$ cat src/rtl/ambiente_robo.sv
// ambiente_robo: 8x8 grid environment for a cleaning robot.
// Holds the robot position, heading, debris bitmap, move counter and sticky
// error flags, and drives the sensors combinationally from that state.
// Optional macro AMBIENTE_DEBRIS_TIMER_EN: debris is removed only after four
// consecutive qualifying collect cycles, instead of on the first one.
module ambiente_robo #(
    parameter logic [63:0] WALL_MAP   = 64'h0,
    parameter logic [63:0] DEBRIS_MAP = 64'h0,
    parameter logic [2:0]  START_X    = 3'd0,
    parameter logic [2:0]  START_Y    = 3'd0,
    parameter logic [1:0]  START_DIR  = 2'd0,
    parameter logic [2:0]  EXIT_X     = 3'd7,
    parameter logic [2:0]  EXIT_Y     = 3'd7
) (
    input  logic       clock,
    input  logic       reset,
    input  logic       avancar,
    input  logic       girar,
    input  logic       recolher_entulho,
    output logic       head,
    output logic       left,
    output logic       under,
    output logic       barrier,
    output logic [2:0] pos_x,
    output logic [2:0] pos_y,
    output logic [1:0] heading,
    output logic       collision,
    output logic       illegal,
    output logic       done,
    output logic [7:0] moves
);

    typedef enum logic {
        ST_RUN  = 1'b0,
        ST_DONE = 1'b1
    } state_t;

    // Neighbour of (x,y) in direction dir: {out_of_grid, ny, nx}; ny,nx form the map index
    function automatic logic [6:0] neighbour(input logic [2:0] x, input logic [2:0] y,
                                             input logic [1:0] dir);
        logic       oob;
        logic [2:0] nx;
        logic [2:0] ny;
        oob = 1'b0;
        nx  = x;
        ny  = y;
        case (dir)
            2'd0: begin oob = (y == 3'd7); ny = y + 3'd1; end
            2'd1: begin oob = (x == 3'd7); nx = x + 3'd1; end
            2'd2: begin oob = (y == 3'd0); ny = y - 3'd1; end
            2'd3: begin oob = (x == 3'd0); nx = x - 3'd1; end
            default: oob = 1'b1;
        endcase
        return {oob, ny, nx};
    endfunction

    state_t      r_state;
    state_t      w_state_next;
    logic [2:0]  r_pos_x, r_pos_y, w_pos_x_next, w_pos_y_next;
    logic [1:0]  r_heading, w_heading_next;
    logic [63:0] r_debris, w_debris_next;
    logic [7:0]  r_moves, w_moves_next;
    logic        r_collision, w_collision_next;
    logic        r_illegal, w_illegal_next;
    logic [6:0]  w_front, w_left;
    logic        w_front_deb, w_front_blocked;
    logic [1:0]  w_cmd_cnt;
`ifdef AMBIENTE_DEBRIS_TIMER_EN
    logic [1:0]  r_hold, w_hold_next;
`endif

    // Sensors: decode front/left neighbours from registered state only
    always_comb begin
        w_front         = neighbour(r_pos_x, r_pos_y, r_heading);
        w_left          = neighbour(r_pos_x, r_pos_y, r_heading - 2'd1);
        w_front_deb     = ~w_front[6] & r_debris[w_front[5:0]];
        w_front_blocked = w_front[6] | WALL_MAP[w_front[5:0]] | w_front_deb;
        head            = w_front_blocked;
        barrier         = w_front_deb;
        left            = w_left[6] | WALL_MAP[w_left[5:0]];
        under           = (r_pos_x == EXIT_X) && (r_pos_y == EXIT_Y);
    end

    // Next-state logic: command decode, movement, debris removal, FSM transition
    always_comb begin
        w_state_next     = r_state;
        w_pos_x_next     = r_pos_x;
        w_pos_y_next     = r_pos_y;
        w_heading_next   = r_heading;
        w_debris_next    = r_debris;
        w_moves_next     = r_moves;
        w_collision_next = r_collision;
        w_illegal_next   = r_illegal;
`ifdef AMBIENTE_DEBRIS_TIMER_EN
        w_hold_next      = 2'd0;
`endif
        w_cmd_cnt = {1'b0, avancar} + {1'b0, girar} + {1'b0, recolher_entulho};
        if (r_state == ST_RUN) begin
            if (w_cmd_cnt >= 2'd2) begin
                w_illegal_next = 1'b1;
            end else if (avancar) begin
                if (w_front_blocked) begin
                    w_collision_next = 1'b1;
                end else begin
                    w_pos_x_next = w_front[2:0];
                    w_pos_y_next = w_front[5:3];
                    w_moves_next = (r_moves == 8'hFF) ? r_moves : r_moves + 8'd1;
                end
            end else if (girar) begin
                w_heading_next = r_heading + 2'd1;
            end else if (recolher_entulho && w_front_deb) begin
`ifdef AMBIENTE_DEBRIS_TIMER_EN
                if (r_hold == 2'd3) begin
                    w_debris_next[w_front[5:0]] = 1'b0;
                    w_hold_next                 = 2'd0;
                end else begin
                    w_hold_next = r_hold + 2'd1;
                end
`else
                w_debris_next[w_front[5:0]] = 1'b0;
`endif
            end else begin
                w_debris_next = r_debris;
            end
            // Enter DONE on the edge that leaves the robot on the exit cell
            if ((w_pos_x_next == EXIT_X) && (w_pos_y_next == EXIT_Y)) begin
                w_state_next = ST_DONE;
            end else begin
                w_state_next = ST_RUN;
            end
        end else begin
            w_state_next = ST_DONE;
        end
    end

    // State register with asynchronous active-low reset
    always_ff @(posedge clock or negedge reset) begin
        if (!reset) begin
            r_state     <= ST_RUN;
            r_pos_x     <= START_X;
            r_pos_y     <= START_Y;
            r_heading   <= START_DIR;
            r_debris    <= DEBRIS_MAP;
            r_moves     <= 8'd0;
            r_collision <= 1'b0;
            r_illegal   <= 1'b0;
        end else begin
            r_state     <= w_state_next;
            r_pos_x     <= w_pos_x_next;
            r_pos_y     <= w_pos_y_next;
            r_heading   <= w_heading_next;
            r_debris    <= w_debris_next;
            r_moves     <= w_moves_next;
            r_collision <= w_collision_next;
            r_illegal   <= w_illegal_next;
        end
    end

`ifdef AMBIENTE_DEBRIS_TIMER_EN
    // Debris hold counter: counts consecutive qualifying collect cycles
    always_ff @(posedge clock or negedge reset) begin
        if (!reset) begin
            r_hold <= 2'd0;
        end else begin
            r_hold <= w_hold_next;
        end
    end
`endif

    assign pos_x     = r_pos_x;
    assign pos_y     = r_pos_y;
    assign heading   = r_heading;
    assign collision = r_collision;
    assign illegal   = r_illegal;
    assign moves     = r_moves;
    assign done      = (r_state == ST_DONE);

endmodule

$ cat config.mk
export PLATFORM = sky130hd
export DESIGN_NAME = ambiente_robo
export DESIGN_NICKNAME = d
export VERILOG_FILES = /design/src/rtl/ambiente_robo.sv
export SDC_FILE = /design/constraint.sdc
export NUM_CORES = 1
export LEC_CHECK = 0
export ABC_AREA = 1
export ABC_CLOCK_PERIOD_IN_PS = 8400
export CAP_MARGIN = 20
export CORE_MARGIN = 5
export CORE_UTILIZATION = 65
export CTS_CLUSTER_SIZE = 24
export DETAILED_ROUTE_END_ITERATION = 8
export HOLD_SLACK_MARGIN = 0.06
export PLACE_DENSITY = 0.87
export SLEW_MARGIN = 30
export SYNTH_ARGS = -nofsm -noshare
export SYNTH_HDL_FRONTEND = slang
export SYNTH_SLANG_ARGS = --single-unit
export TNS_END_PERCENT = 100
$ cat constraint.sdc
create_clock -name clock -period 8.4 [get_ports clock]
set_input_delay 2.1 -clock clock [delete_from_list [all_inputs] [get_ports clock]]
set_output_delay 2.1 -clock clock [all_outputs]
set_load 0.02 [all_outputs]
Yosys cells after proc, flatten, opt, wreduce, memory -nomap -nowiden:

Memories as Yosys holds them, arrays and structs flattened.
Index checks and enable logic that the tools add are counted.
W data, S select, Z words.

* logic and storage cells: 82
* bits in latches: 0
* memory bits (writable): 0
* flip-flop bits (word level): 83
* memories: 2
* bits of input ports: 5
* bits in read-only memories: 128
* output and inout port bits: 23

* reduce and logical (&&, ||, !) cells: 13
* magnitude comparators: 4
* mux-type cells: 22
* $add $sub $neg: 9
* equal/unequal tests: 11
* div/mod/pow operators: 0
* bitwise logic cells: 13
* shifts and indexed selects: 0
* multiply operators: 0

Memory list
* (name not given): words 64, width 1, rd ports 1, clocked after Yosys merged registers in 0, wr ports 0, RTL line 80 `left = w_left[6] | WALL_MAP[w_left[5:0]];`
* (name not given): words 64, width 1, rd ports 1, clocked after Yosys merged registers in 0, wr ports 0, RTL line 77 `w_front_blocked = w_front[6] | WALL_MAP[w_front[5:0]] | w_front_deb;`

Operators by type and width (number)
* $and A64 B64 Y64: 1
* $not A64 Y64: 1
* $mux W3: 8
* $pmux W3 S2: 4
* $lt A6 B7 Y1 const B: 2
* $eq A3 B3 Y1 const B: 4
* $reduce_and A5 Y1: 2
* $add A8 B1 Y8 const B: 1
* $eq A2 B2 Y1 const B: 4
* $eq A8 B8 Y1 const B: 1
* $pmux W1 S4: 2
* $reduce_and A4 Y1: 2
* $not A1 Y1: 7
* $add A3 B1 Y3 const B: 2
* $bmux W1 S6: 1
* $demux W1 S6: 1
* $ge A6 B1 Y1 const B: 1
* $logic_not A3 Y1: 2
* $mux W1: 6
* $sub A3 B1 Y3 const B: 2
* $eq A2 B1 Y1 const B: 2
* $logic_and A1 B1 Y1: 4
* $logic_not A2 Y1: 2
* $or A1 B1 Y1: 3
* 7 further kinds: 7

Depth between registers and ports, before layout:

Gate-level depths: netlist of the first run.

* depth after elaboration: 14
* gate-level depth with buffers: 24
* mapped depth without buffers: 23

Worst setup path before layout of the first run:

OpenSTA, ideal clock, no wires.

* kind: reg2out
* from: reg r_heading[0] (netlist: heading[0])
* to: out head
* required time: 6300 ps
* path buffers: 1
* stages on the path, launching flop included: 15
* slack: 3815 ps
* data arrival time: 2485 ps
* cells stage by stage: dfrtp_1 -> ha_1 -> fa_1 -> inv_1 -> o21ai_4 -> inv_4 -> buf_6 -> nand2_1 -> nand2_1 -> nand2_1 -> nand2_1 -> nand2_1 -> nand2_1 -> nor2_2 -> nand3_2

* cells in the longest elaborated chain, start to end: 6
* elaborated cells on any way between the ends: 15
* those cells by class: 3 x eq/ne; 6 x mux; 4 x bitwise; 1 x reduce/logical; 1 x memory

Ends and longest elaborated chain
* start: declaration: RTL line 60 `logic [1:0] r_heading, w_heading_next;`
* start signal: assignment: RTL line 151 `r_heading <= w_heading_next;`
* $eq A2 B2 Y1 (tied with other cells): RTL line 47 `case (dir)`
* $pmux W3 S2: RTL line 47
* $mem_v2 Z64 W1 or $bmux W1 S6 (tied branches)
* $mux W1 (on tied branches): RTL line 77, 76
* $or A1 B1 Y1 or $and A1 B1 Y1 (tied branches): RTL line 77, 76
* $or A1 B1 Y1 *: RTL line 77
* end: declaration: RTL line 20 `output logic head,`

Every way passes the cells marked *; elsewhere a longest branch is shown, timed or not. The select of a mux whose other input is x is not followed.

Worst setup path in the final report of the first run:

* from: reg r_heading[1] (netlist: heading[1])
* to: out barrier

* cells in the longest elaborated chain, start to end: 5
* elaborated cells on any way between the ends: 11
* those cells by class: 3 x eq/ne; 5 x mux; 2 x bitwise; 1 x reduce/logical

Ends and longest elaborated chain
* $eq A2 B2 Y1 (tied with other cells): RTL line 47
* $pmux W3 S2: RTL line 47
* $bmux W1 S6: RTL line 76 `w_front_deb = ~w_front[6] & r_debris[w_front[5:0]];`
* $mux W1 (implied by the code): RTL line 76
* $and A1 B1 Y1 *: RTL line 76
* end: declaration: RTL line 23 `output logic barrier,`

Marked as above.

==> results_dict.tcl, run 1 <==
set metrics [dict create \
    die_x_um 97.1 \
    drc_errors 0 \
    hold_start "illegal" \
    final_cell_mix "nand2_1 (217), nor2_1 (88), dfrtp_1 (83)" \
    reg2reg_to "r_debris[23]" \
    post-route-min-period_ps 5980 \
    final_max_slew_viol_count 0 \
    path_clk_slew_ps 90 \
    avgViaCountPerCell 5.61 \
    grt_antenna_before_repair 0 \
    r2r-start "heading[1]" \
    cp_data_arrival_time_ps 3880 \
    p_clk_frac 0.376 \
    post_cts_buffers 0 \
    drtIter0Drc 362 \
    synth_top_cells_by_area "dfrtp_1 (42%), nand2_1 (17%), a21boi_2 (14%)" \
    synth-seq-cells 83 \
    crit_family "simple AND/OR/NAND/NOR gates" \
    min_path_type "reg2reg" \
    yosys.area.top_type "dfrtp_1" \
    cts_hold_buffers 0 \
    grt_setup_unrepaired "no" \
    htreeDepth 3 \
    die_h_um 97.1 \
    fmax_mhz 167 \
    power_switching_w 0.000218 \
    synthesis.area_sq_um 4930 \
    grt_first_pass_wirelength_um 19700 \
    hpwlAfterDp_um 7560 \
    avgSynthCellArea_sq_um 8.13 \
    port_buffers 27 \
    place_ws_ps 2860 \
    synth_top_area_share 0.421 \
    cts_tree "yes" \
    rr_worst_depth 18 \
    outcome "finished, final reports clean" \
    finalSetupViolCount 0 \
    worst_skew_pair.late_latency_ps 350 \
    wirelength_um 11200 \
    fin_hold_ws_ps 482 \
    nets 642 \
    areaGrowthSynthToFinish_pct 9.42 \
    worst_ep_required_time_ps 6300 \
    vias 4098 \
    cp_max_fo 30 \
    path_class "reg2out" \
    p_int_w 0.000565 \
    synth.yosys.warnings 0 \
    synthCells 606 \
    p_sw_frac 0.278 \
    pwr-share-seq 0.512 \
    worstHoldEndpoint "illegal" \
    regArea_sq_um 2080 \
    grt_usage 0.252 \
    drt-pass1-iter-count 5 \
    worst_pin_slew_ps 960 \
    hold_viol 0 \
    p_leak_nw 2.75 \
    yosysUniqueCellTypes 38 \
    core_area_sq_um 7330 \
    grt_pass1_vias 4034 \
    fin_skew_ps 8.94 \
    dp.cells 713 \
    min_delay_path_depth 1 \
    worst_slack_ps 2420 \
    cp_slowest_cell "nand2_1" \
    postLayoutCellArea_sq_um 5390 \
    grt_max_degree 84 \
    drv_cap 0 \
    fin_setup_tns_ps 0 \
    drive_gt1_frac 0.157 \
    dpl_cell_area_sq_um 5170 \
    syn-num-nets 622 \
    clock-sinks 83 \
    grt_overflow 0 \
    routabilityCongestion 0.957 \
    cts_repair_resize_count 0 \
    start_util 0.672 \
    startpoint_type "flop" \
    wl_per_cell_um 15.4 \
    path_cells "inv_1 -> ha_1 -> nor2_4 -> nand2_2 -> nand2_1 -> nand2_1 -> nand2_1 -> nand2_1 -> nand2_1 -> nand2_1 -> nand2_1 -> nand2_1 -> nand2_1 -> nor2_2 -> a21oi_2 -> clkdlybuf4s50_1" \
    antenna_left 0 \
    end_kind "output port" \
    ios 28 \
    comb_power_share 0.111 \
    multi_input_area_sq_um 2550 \
    clock_tree.buffer_depth 2 \
    final.fill_count 524 \
    cts_buffers 9 \
    peakVddDrop_mv 0.0847 \
    die-area_sq_um 9420 \
    root_buffer "clkbuf_8" \
    synth_seq_area_share 0.421 \
    rows 31 \
    final_cells 730 \
    pwr_density_cell_nw_per_um2 145 \
    relSlewSlack 0.358 \
    layout_commonest_cell "nand2_1" \
    slowest_delay_ps 790 \
    diodes 0 \
    regToRegSetupSlack_ps 4330 \
    crit_buf_inv 2 \
    crit_path_frequent_cell "nand2_1" \
    fin_crit_sh 0.712 \
]
==> routing by layer <==
layer	track usage	wire [um]
met2	0.394	5280
met5	0	0
met3	0.0524	685
met4	0.0821	200
met1	0.352	5070
==> worst max path at each step <==
stage / from / to / slack, ps / depth (start not counted)
2_1_floorplan: heading[0] / head / 3820 / 14
3_3_place_gp: heading[1] / barrier / 2970 / 16
3_5_place_dp: heading[1] / barrier / 2860 / 16
4_1_cts: heading[1] / barrier / 2460 / 16
5_1_grt: heading[1] / barrier / 2070 / 16
6_report: heading[1] / barrier / 2420 / 16
==> registers in the layout, indices dropped and copies added (netlist names) <==
name,flops
done,1
collision,1
moves,8
pos_x,3
illegal,1
heading,2
r_debris,64
pos_y,3
==> power by group through the flow <==
stage | registers (W) | logic (W) | clock network (W)
4_1_cts | 0.000401 | 0.0000865 | 0.000298
5_1_grt | 0.000401 | 0.0000966 | 0.000316
2_1_floorplan | 0.000410 | 0.0000593 | 0
3_5_place_dp | 0.000409 | 0.0000860 | 0
3_3_place_gp | 0.000409 | 0.0000838 | 0
6_report | 0.000401 | 0.0000872 | 0.000294
==> cells by family after synthesis <==
group	Yosys count	synth area share
AO/OA/AOI/OAI	81	0.167
buffers and inverters	58	0.0625
adder cells (fa/ha/maj)	11	0.0310
flip-flops	83	0.421
AND/OR/NAND/NOR	364	0.302
XOR/XNOR	9	0.0160
==> Yosys cell counts (all sizes together) <==
cell type / number
a2111oi: 1
ha: 9
fa: 2
a21boi: 64
xor2: 5
nor3: 2
a31o: 1
clkbuf: 3
nor4: 2
nor4b: 1
and3: 1
o2111ai: 1
and2: 1
o211ai: 1
nand4: 4
clkinv: 1
buf: 16
o21bai: 1
dfrtp: 83
inv: 38
o21ai: 8
nand2: 224
nand3: 35
nor2: 94
a21oi: 4
xnor2: 4
==> layout make-up <==
cell class                      instances  share of cell area
Clock inverter                          5              0.0114
Tap cell                               99              0.0230
Inverter                               39              0.0276
Timing Repair Buffer                   28              0.0541
Multi-Input combinational cell        465               0.473
Clock buffer                           11              0.0262
Sequential cell                        83               0.385
==> stage by stage <==
stage / utilization / power (W)
after floorplan: - / 0.000469
after global placement: 0.705 / 0.000493
after detailed placement: 0.705 / 0.000495
after CTS: 0.733 / 0.000785
after global routing: 0.736 / 0.000813
final: 0.736 / 0.000782
==> worst reg2reg max path, stage by stage (launching register included) <==
cell and delay (ps):
dfrtp_1 420, inv_1 130, ha_1 260, nor2_4 180
nand2_2 220, nand2_1 790, nand2_1 150, nand2_1 120
nand2_1 60, nand2_1 70, nand2_1 50, nand2_1 80
nand2_1 50, nand2_1 90, nor2_2 70, a21oi_2 170
and3_4 590, buf_12 320, a21boi_0 140
No activity file was read; power rests on OpenSTA's default activity.
==> run 2, diff against run 1 <==
--- a/config.mk
+++ b/config.mk
@@ -6,14 +6,14 @@
 export NUM_CORES = 1
 export LEC_CHECK = 0
 export ABC_AREA = 1
-export ABC_CLOCK_PERIOD_IN_PS = 8400
+export ABC_CLOCK_PERIOD_IN_PS = 5000
 export CAP_MARGIN = 20
 export CORE_MARGIN = 5
-export CORE_UTILIZATION = 65
+export CORE_UTILIZATION = 54
 export CTS_CLUSTER_SIZE = 24
 export DETAILED_ROUTE_END_ITERATION = 8
 export HOLD_SLACK_MARGIN = 0.06
-export PLACE_DENSITY = 0.87
+export PLACE_DENSITY = 0.77
 export SLEW_MARGIN = 30
 export SYNTH_ARGS = -nofsm -noshare
 export SYNTH_HDL_FRONTEND = slang
==> constraint.sdc (replaced) <==
create_clock -name clock -period 5 [get_ports clock]
set_input_delay 1.25 -clock clock [delete_from_list [all_inputs] [get_ports clock]]
set_output_delay 1.25 -clock clock [all_outputs]
set_load 0.02 [all_outputs]
==> results_dict.tcl, run 2 (synthesis results as in run 1) <==
set metrics [dict create \
    avgViaCountPerCell 5.50 \
    vias 4090 \
    cp_slowest_cell "clkdlybuf4s50_1" \
    hpwlAfterDp_um 7970 \
    largest_reg_flops 64 \
    p_leak_nw 2.79 \
    wl_per_cell_um 15.8 \
    path_clk_slew_ps 90 \
    post-route-min-period_ps 4710 \
    cts_buffers 9 \
    grt_antenna_before_repair 0 \
    fin_setup_tns_ps 0 \
    drt-pass1-iter-count 5 \
    worst_ep_required_time_ps 3750 \
    fin_crit_sh 0.941 \
    path_class "reg2out" \
    final_cell_mix "nand2_1 (216), nor2_1 (88), dfrtp_1 (83)" \
    fin_skew_ps 17.6 \
    rows 34 \
    startpoint_type "flop" \
    areaGrowthSynthToFinish_pct 10.6 \
    grt_first_pass_wirelength_um 20400 \
    grt_pass1_vias 4189 \
    grt_usage 0.224 \
    root_buffer "clkbuf_8" \
    final_max_slew_viol_count 0 \
    drive_gt1_frac 0.165 \
    diodes 0 \
    start_util 0.560 \
    grt_overflow 0 \
    antenna_left 0 \
    min_path_type "reg2reg" \
    drtIter0Drc 302 \
    relSlewSlack 0.494 \
    die_h_um 106 \
    nets 646 \
    grt_max_degree 84 \
    crit_family "simple AND/OR/NAND/NOR gates" \
    worst_skew_pair.late_latency_ps 370 \
    port_buffers 27 \
    post_cts_buffers 0 \
    crit_buf_inv 4 \
    grt_setup_unrepaired "no" \
    layout_commonest_cell "nand2_1" \
    cts_hold_buffers 0 \
    finalSetupViolCount 0 \
    cp_max_fo 5 \
    worst_pin_slew_ps 759 \
    fmax_mhz 212 \
    die-area_sq_um 11100 \
    htreeDepth 3 \
    finalPower_w 0.00135 \
    drc_errors 0 \
    drv_cap 0 \
    wirelength_um 11800 \
    cts_tree "yes" \
    die_x_um 106 \
    largest-register "r_debris" \
    end_kind "output port" \
    pwr_density_cell_nw_per_um2 247 \
    routabilityCongestion 0.857 \
    crit_path_frequent_cell "nand2_1" \
    cts_repair_resize_count 0 \
    outcome "finished, final reports clean" \
    cp_data_arrival_time_ps 3460 \
    clock-sinks 83 \
    core_area_sq_um 8810 \
    peakVddDrop_mv 0.187 \
    path_cells "inv_1 -> ha_1 -> fa_1 -> nand2_1 -> inv_1 -> nor2_1 -> nand2_1 -> nand2_1 -> nand2_1 -> inv_1 -> nand2_1 -> nor2_1 -> nand2_1 -> nand2_1 -> nor2_2 -> a21oi_2 -> clkdlybuf4s50_1" \
    ios 28 \
    hold_viol 0 \
    clock_tree.buffer_depth 2 \
    slowest_delay_ps 630 \
]
## run 2: path summary, 6_finish.rpt
kind / startpoint / endpoint / slack [ps] / cells after the start
min reg2reg: collision / collision / 480 / 1
max in group asynchronous: reset / moves[3] / 3550 / 1
max reg2reg: heading[0] / r_debris[23] / 1600 / 19
max: heading[0] / barrier / 290 / 17
min: collision / collision / 480 / 1
min in group asynchronous: reset / r_debris[46] / 910 / 1
## run 2: final cells by class
type | instances | area, sq um
well taps | 108 | 135
clock buffers | 11 | 151
fillers | 769 | 3350
inverters | 39 | 149
flip-flops and latches | 83 | 2080
repair buffers | 32 | 322
clock inverters | 5 | 61.3
multi-input cells | 465 | 2560
## run 2: per-layer routing
| metal | vias up | wire length (um) | global-route usage |
|---|---|---|---|
| met5 | - | 0 | 0 |
| met4 | 0 | 143 | 0.0537 |
| met3 | 16 | 808 | 0.0501 |
| met2 | 130 | 5480 | 0.366 |
| met1 | 1978 | 5320 | 0.305 |
| li1 | 1966 | - | - |
## run 2: stage by stage
step / instance area [sq um] / setup slack, ps / instances / utilization / hold slack [ps]
5_1_grt: 5450 / 38.4 / 743 / 0.619 / 511
6_report: 5450 / 293 / 743 / 0.619 / 482
2_1_floorplan: 4930 / 1270 / 606 / - / 485
3_3_place_gp: 5230 / 670 / 727 / 0.594 / 453
4_1_cts: 5440 / 171 / 743 / 0.618 / 488
3_5_place_dp: 5230 / 593 / 727 / 0.594 / 465
## run 2: worst reg2reg max path, delay by kind of cell (launching register included)
family | cells | cell delay, ps
and+or+nand+nor | 11 | 1130
DFF | 1 | 420
AOI/OAI and AO/OA | 2 | 410
adders and majority gates | 2 | 690
buffers and inverters | 4 | 590
## run 2: where the power goes
part	switching (W)	internal (W)	leakage, nW
clock network	0.000255	0.000260	0.109
logic	0.000124	0.0000350	1.57
registers	0.00000151	0.000672	1.11
total	0.000381	0.000967	2.79
==> run 3, diff against run 2 <==
--- a/config.mk
+++ b/config.mk
@@ -14,7 +14,6 @@
 export DETAILED_ROUTE_END_ITERATION = 8
 export HOLD_SLACK_MARGIN = 0.06
 export PLACE_DENSITY = 0.77
-export SLEW_MARGIN = 30
 export SYNTH_ARGS = -nofsm -noshare
 export SYNTH_HDL_FRONTEND = slang
 export SYNTH_SLANG_ARGS = --single-unit
==> results_dict.tcl, run 3 (synthesis results as in run 1) <==
set metrics [dict create \
    outcome "finished, final reports clean" \
    drc_errors 0 \
    grt_setup_unrepaired "no" \
    cts_hold_buffers 0 \
    die-area_sq_um 11100 \
    worst_pin_slew_ps 508 \
    root_buffer "clkbuf_8" \
    drive_gt1_frac 0.167 \
    pwr-share-seq 0.501 \
    end_kind "output port" \
    diodes 0 \
    grt_pass1_vias 4187 \
    relSlewSlack 0.660 \
    regToRegSetupSlack_ps 1600 \
    clock_tree.buffer_depth 2 \
    ios 28 \
    crit_path_frequent_cell "nand2_1" \
    antenna_left 0 \
    grt_max_degree 84 \
    post_cts_buffers 0 \
    post-route-min-period_ps 4720 \
    vias 4116 \
    final_max_slew_viol_count 0 \
    worstHoldEndpoint "collision" \
    cp_data_arrival_time_ps 3470 \
    hold_viol 0 \
    cp_slowest_cell "clkdlybuf4s50_1" \
    drtIter0Drc 296 \
    final_util 0.622 \
    cts_tree "yes" \
    areaGrowthSynthToFinish_pct 11.1 \
    start_util 0.560 \
    nets 647 \
    p_clk_frac 0.380 \
    comb_power_share 0.119 \
    slowest_delay_ps 630 \
    worst_ep_required_time_ps 3750 \
    crit_buf_inv 4 \
    min_path_type "reg2reg" \
    grt_first_pass_wirelength_um 20400 \
    finalSetupViolCount 0 \
    p_int_w 0.000969 \
    port_buffers 27 \
    drv_cap 0 \
    min_delay_path_depth 1 \
    rows 34 \
    die_h_um 106 \
    clock-sinks 83 \
    routabilityCongestion 0.857 \
    core_area_sq_um 8810 \
    rr_worst_depth 19 \
    die_x_um 106 \
    startpoint_type "flop" \
    fin_setup_tns_ps 0 \
    crit_family "simple AND/OR/NAND/NOR gates" \
    peakVddDrop_mv 0.186 \
    r2r-start "heading[0]" \
    grt_usage 0.224 \
    grt_antenna_before_repair 0 \
    wirelength_um 11700 \
    pwr_density_cell_nw_per_um2 246 \
    wl_per_cell_um 15.7 \
    fin_crit_sh 0.943 \
    drt-pass1-iter-count 5 \
    p_sw_frac 0.280 \
    worst_skew_pair.late_latency_ps 360 \
    cts_buffers 9 \
    path_class "reg2out" \
    hpwlAfterDp_um 7970 \
    layout_commonest_cell "nand2_1" \
    cp_max_fo 5 \
    largest-register "r_debris" \
    power_switching_w 0.000377 \
    final_cell_mix "nand2_1 (216), nor2_1 (88), dfrtp_1 (83)" \
    path_clk_slew_ps 90 \
    fmax_mhz 212 \
    largest_reg_flops 64 \
    fin_skew_ps 15.2 \
    reg2reg_to "r_debris[23]" \
    avgViaCountPerCell 5.53 \
    htreeDepth 3 \
    hold_start "collision" \
    grt_overflow 0 \
    path_cells "inv_1 -> ha_1 -> fa_1 -> nand2_1 -> inv_1 -> nor2_1 -> nand2_1 -> nand2_1 -> nand2_1 -> inv_1 -> nand2_1 -> nor2_1 -> nand2_1 -> nand2_1 -> nor2_2 -> a21oi_2 -> clkdlybuf4s50_1" \
    p_leak_nw 2.80 \
]
## run 3: changes by cell type in the layout (fill, tap and decap cells not counted)
cell,change
buf_4,+1
buf_6,-1
buf_16,+1
## run 3: layer usage
layer,routed length (um),GRT usage,vias up
li1,-,-,1970
met1,5270,0.304,1998
met2,5470,0.366,129
met3,816,0.0501,19
met4,155,0.0537,0
met5,0,0,-
## run 3: worst max-delay path by stage
stage,from,endpoint,slack [ps],cells past startpoint
global placement,heading[0],head,670,13
CTS,heading[0],head,170,15
detailed placement,heading[0],head,590,15
finish,heading[0],barrier,280,17
global route,heading[0],barrier,40,17
floorplan,heading[0],head,1270,14
## run 3: what timing repair did
| item | in CTS | in global routing |
|---|---|---|
| setup endpoints to repair | 0 | 2 |
| endpoints found under the hold margin | 0 | 0 |
| gates resized for setup | 0 | 3 |
## run 3: layout make-up
cell class                      instances  area, sq um
Inverter                               39          149
Timing Repair Buffer                   33          345
Clock inverter                          5         61.3
Sequential cell                        83         2080
Fill cell                             767         3330
Multi-Input combinational cell        465         2560
Clock buffer                           11          151
Tap cell                              108          135
## run 3: stage by stage
step	instances	setup WS, ps	instance area [sq um]	total power, W	hold WS (ps)
global placement	727	670	5230	0.000842	453
CTS	743	171	5440	0.00135	488
floorplan	606	1270	4930	0.000789	485
global route	744	38.4	5480	0.00141	511
finish	744	283	5480	0.00135	480
detailed placement	727	593	5230	0.000843	465
## run 3: power groups by stage
stage / sequential [W] / clock [W] / combinational, W
after CTS: 0.000674 / 0.000522 / 0.000157
final: 0.000674 / 0.000511 / 0.000161
after floorplan: 0.000689 / 0 / 0.0000995
after global placement: 0.000687 / 0 / 0.000155
after detailed placement: 0.000687 / 0 / 0.000156
after global routing: 0.000674 / 0.000555 / 0.000176
